--- config.mk ---
export PLATFORM = sky130hd
export DESIGN_NAME = skein_nonce_check
export DESIGN_NICKNAME = d
export VERILOG_FILES = /design/src/rtl/skein_nonce_check.sv
export SDC_FILE = /design/constraint.sdc
export NUM_CORES = 2
export LEC_CHECK = 0
export CAP_MARGIN = 0
export CORE_MARGIN = 2
export CORE_UTILIZATION = 35
export CTS_BUF_LIST = sky130_fd_sc_hd__clkbuf_8
export DETAILED_ROUTE_END_ITERATION = 10
export SETUP_SLACK_MARGIN = 0.02
export SKIP_CTS_REPAIR_TIMING = 1
export SYNTH_ARGS = -nofsm -noshare
export SYNTH_HDL_FRONTEND = slang
export SYNTH_SLANG_ARGS = --single-unit
export TNS_END_PERCENT = 100
--- constraint.sdc ---
create_clock -name clk -period 11.1 [get_ports clk]
set_input_delay 2.22 -clock clk [delete_from_list [all_inputs] [get_ports clk]]
set_output_delay 2.22 -clock clk [all_outputs]
set_load 0.005 [all_outputs]
--- src/rtl/skein_nonce_check.sv ---
// Tracks nonces through a latency-matched delay line, compares each emerging hash with the
// target and queues golden nonces. Define SKEIN_CHECK_HIT_COUNT_EN to add the hit_count port.
module skein_nonce_check #(
    parameter int unsigned LATENCY    = 108,
    parameter int unsigned FIFO_DEPTH = 4
) (
    input  logic         clk,
    input  logic         rst,
    input  logic [31:0]  nonce_in,
    input  logic         nonce_valid,
    input  logic [511:0] hash,
    input  logic [63:0]  target,
    output logic [31:0]  golden_nonce,
    output logic         golden_valid,
    input  logic         golden_ready,
    output logic [31:0]  hash_count,
    output logic [15:0]  drop_count,
`ifdef SKEIN_CHECK_HIT_COUNT_EN
    output logic [31:0]  hit_count,
`endif
    output logic         overflow
);

    localparam int unsigned AW = $clog2(FIFO_DEPTH);

    // Delay line: only the valid bits need clearing on reset
    logic [LATENCY-1:0] dl_valid;
    logic [31:0]        dl_nonce [LATENCY];

    always_ff @(posedge clk or posedge rst) begin
        if (rst) begin
            dl_valid <= '0;
        end else begin
            dl_valid[0] <= nonce_valid;
            for (int i = 1; i < int'(LATENCY); i++) begin
                dl_valid[i] <= dl_valid[i-1];
            end
        end
    end

    always_ff @(posedge clk) begin
        dl_nonce[0] <= nonce_in;
        for (int i = 1; i < int'(LATENCY); i++) begin
            dl_nonce[i] <= dl_nonce[i-1];
        end
    end

    logic dl_out_valid;
    logic hash_hit;

    assign dl_out_valid = dl_valid[LATENCY-1];
    assign hash_hit     = (hash[511:448] <= target);

    // Compare stage: cmp_hit is the registered (valid && match) flag
    logic        cmp_hit;
    logic [31:0] cmp_nonce;

    always_ff @(posedge clk or posedge rst) begin
        if (rst) begin
            cmp_hit    <= 1'b0;
            cmp_nonce  <= '0;
            hash_count <= '0;
        end else begin
            cmp_hit   <= dl_out_valid && hash_hit;
            cmp_nonce <= dl_nonce[LATENCY-1];
            if (dl_out_valid) begin
                hash_count <= hash_count + 32'd1;
            end
        end
    end

`ifdef SKEIN_CHECK_HIT_COUNT_EN
    always_ff @(posedge clk or posedge rst) begin
        if (rst) begin
            hit_count <= '0;
        end else if (dl_out_valid && hash_hit) begin
            hit_count <= hit_count + 32'd1;
        end
    end
`endif

    // Golden-nonce FIFO
    logic [AW:0]   wr_ptr, rd_ptr, wr_ptr_d, rd_ptr_d;
    logic [31:0]   mem [FIFO_DEPTH];
    logic          full, pop, push, drop;
    logic [31:0]   head_d;

    assign full     = (wr_ptr[AW] != rd_ptr[AW]) && (wr_ptr[AW-1:0] == rd_ptr[AW-1:0]);
    assign pop      = golden_valid && golden_ready;
    assign push     = cmp_hit && (!full || pop);
    assign drop     = cmp_hit && full && !pop;
    assign wr_ptr_d = wr_ptr + {{AW{1'b0}}, push};
    assign rd_ptr_d = rd_ptr + {{AW{1'b0}}, pop};

    // A push landing in the new head slot only happens when the FIFO drains to empty
    assign head_d = (push && (wr_ptr[AW-1:0] == rd_ptr_d[AW-1:0])) ? cmp_nonce
                                                                    : mem[rd_ptr_d[AW-1:0]];

    always_ff @(posedge clk) begin
        if (push) begin
            mem[wr_ptr[AW-1:0]] <= cmp_nonce;
        end
    end

    always_ff @(posedge clk or posedge rst) begin
        if (rst) begin
            wr_ptr       <= '0;
            rd_ptr       <= '0;
            golden_valid <= 1'b0;
            golden_nonce <= '0;
            drop_count   <= '0;
            overflow     <= 1'b0;
        end else begin
            wr_ptr       <= wr_ptr_d;
            rd_ptr       <= rd_ptr_d;
            golden_valid <= (wr_ptr_d != rd_ptr_d);
            if (wr_ptr_d != rd_ptr_d) begin
                golden_nonce <= head_d;
            end
            if (drop) begin
                overflow <= 1'b1;
                if (drop_count != 16'hFFFF) begin
                    drop_count <= drop_count + 16'd1;
                end
            end
        end
    end

endmodule

==> results.md <==
* Final WL at 83800 µm
* CTS max path bufs at 4
* Clock-pin slew on the worst setup and hold paths at 0.06 ns
* Mapped cell area at 82900 µm²
* Part of the Yosys area used for sequential elements at 95.0%
* Simple-Gate Fraction of Synth Area at 1.08%
* Setup TNS at 0 ns
* CTS Root Buffer Type: clkbuf_8
* Crit-path max FO at 65
* Initial antenna violation count at 6
* Die width at 491 µm
* Htree depth at 6
* Mux cell area share after synthesis at 1.28%
* CP top delay family: simple AND/OR/NAND/NOR gates
* First-pass GRT wire length at 143000 µm
* Syn avg cell area at 19.1 µm²
* Run status: complete, no violations
* CP required at 11.87 ns
* Worst setup path class: in -> reg
* VDD IR max at 0.000139 V
* Mapped Cells at 4347
* Post-DP HPWL at 40100 µm
* Most frequent cells in the layout: dfxtp_1 (3456), clkbuf_8 (705), inv_1 (255)
* TritonCTS clock tree: done
* Synth Area in Adders at 1.06%
* Residual DRC at 0
* Setup slack after layout at 6.59 ns
* # port buffers at 245
* Antenna-violating nets left at 0
* Wirelength per Cell at 9.64 µm
* Area delta synth->final at 20.8%
* Number of top-level pins at 694
* Final Skew at 0.0449 ns
* Largest family of logic cells by synthesized area: multiplexers
* Warnings, synthesis at 0
* Peak Freq at 0.222 GHz
* CP cell instances: clkdlybuf4s50_1 > and2_1 > nor4_2 > nand2b_4 > inv_1 > ha_1 > ha_1 > xor2_1 > xor2_1 > or3_2 > nor2_1 > a21oi_1
* Crit path max-delay cell type: or3_2
* Worst Setup Start Kind: input port
* # Max-Cap Violations at 0
* Via density per instance at 3.63
* Final hold vios at 0
* Fin nets at 5830
* Mapped Nets at 5029
* Die Area at 241000 µm²
* Vias in the first global route at 31700
* Initial DRC Count at 1191
* Pins Over Slew Limit at 0
* Initial core utilization at 35.2%
* Critical Path End Type: flip-flop
* Pre-CTS WS at 5.57 ns
* TritonCTS buffer count at 567
* Min-Delay Path Class: reg -> reg
* Wl on met1 at 38400 µm
* RSZ-0062 raised after global routing: no
* Highest metal used: met4
* Worst-margin pin slew at 1.19 ns
* Critical Path AT at 5.28 ns
* Die Height at 491 µm
* Fin crit share at 40.6%
* Gr ovfl total at 0
* DP Cell Count at 7729
* Routed wl met3 at 6220 µm
* Pin count of the biggest net entering global routing at 131
* Final critical-path required period at 4.51 ns
* Most common cell after layout, fill and taps aside: dfxtp_1
* Post-synth cell types at 48
* R2r setup slk at 7.65 ns
* Leak at 0.0421 µW
* WP buf/inv at 2
* Post-synth ARST share at 6.01%
* Core Footprint at 235000 µm²
* Fin cells at 8691
* Via count at 31600
* Crit-path max cell delay at 0.91 ns
* Number of flops mapped to enable cells by yosys at 128
* Worst slew margin at 20.6%
* Most used DFF post-synth: dfxtp_1
* Global-route usage over all layers at 7.01%
* First-pass detailed-route iteration total at 4
* Share of cells above drive strength 1 at 14.8%
* Routability congestion estimate at 0.767
* DR WL met2 at 35800 µm
* Pwr per Cell Area at 246 nW/µm²
* Final setup fails at 0
* Final Util at 42.5%
* Clk sinks at 3813
* Row count at 178
* Synth Register Bits at 3813
* XOR/XNOR Fraction of Synth Area at 0.592%
* Compound-gate portion of the synthesized area at 0.566%
* Clock latency on the worst-skew pair at 0.96 ns
[final timing paths]
| check | to | cells after the start | startpoint |
|---|---|---|---|
| min in group asynchronous | cmp_nonce[6]$_DFF_PP0_ | 2 | rst |
| max in group asynchronous | dl_valid[56]$_DFF_PP0_ | 3 | rst |
| worst max register to register | golden_nonce[9]$_DFFE_PP0P_ | 11 | wr_ptr[1]$_DFF_PP0_ |
| worst max-delay path | golden_nonce[9]$_DFFE_PP0P_ | 12 | golden_ready |
| worst min-delay path | dl_nonce[79][13]$_DFF_P_ | 0 | dl_nonce[78][13]$_DFF_P_ |
| worst min register to register | dl_nonce[79][13]$_DFF_P_ | 0 | dl_nonce[78][13]$_DFF_P_ |
[sequential cells by signal, indices dropped and copies added (netlist names)]
name	cells
mem	128
golden_nonce	32
cmp_hit	1
dl_nonce	3456
dl_valid	108
overflow	1
cmp_nonce	32
wr_ptr	3
hash_count	32
rd_ptr	3
golden_valid	1
drop_count	16
[cell families (layout without fill, tap and decap cells)]
kind of cell	Yosys count	after routing
and+or+nand+nor	173	173
xor gates and xnor gates	56	56
buffers and inverters	88	1273
AOI/OAI and AO/OA	81	81
DFF	3813	3813
muxes	66	66
other	0	9
adders and majority gates	70	70
[per-layer routing]
metal / track usage [%] / vias to the layer above
met5: 0 / -
met4: 4.67 / 0
met1: 8.22 / 15000
met3: 3.19 / 281
met2: 10.3 / 756
li1: - / 15600
[per-stage QoR]
stage	power [µW]	hold slack (ns)	area [µm²]
floorplan	14500	0.310	82900
global placement	14600	0.310	89300
detailed placement	14600	0.312	89300
CTS	25200	0.282	100000
global route	25800	0.288	100000
finish	24700	0.284	100000
[power breakdown]
part / internal [µW] / switching, µW
combinational: 72.1 / 54.7
sequential: 14100 / 58.9
clock: 5720 / 4670
[cells in the mapped netlist, types with 4 or more instances]
library cell / count / area share, %
dfxtp_1: 3456 / 83
dfrtp_1: 229 / 6.9
edfxtp_1: 128 / 4.6
ha_1: 70 / 1.1
inv_1: 68 / 0.31
a21oi_1: 57 / 0.34
nor2_1: 51 / 0.23
nand2_1: 33 / 0.15
nand3_1: 33 / 0.20
mux2i_1: 32 / 0.39
mux4_2: 32 / 0.87
xnor2_1: 29 / 0.31
xor2_1: 27 / 0.29
nand4_1: 18 / 0.14
clkbuf_1: 12 / 0.054
and3_1: 9 / 0.068
nor3_1: 6 / 0.036
o21ai_0: 6 / 0.036
and4_1: 4 / 0.042
buf_4: 4 / 0.036
[cell type report]
type                       instances  area, µm²
tap                             3150       3940
antenna                            9       22.5
sequential                      3813      78800
multi-input combinational        446       3810
clock buffer                     705       9700
inverter                          68        263
clock inverter                   248       1110
timing repair buffer             252       2500
fill                           20900     135000
No activity file was read; power rests on OpenSTA's default activity.
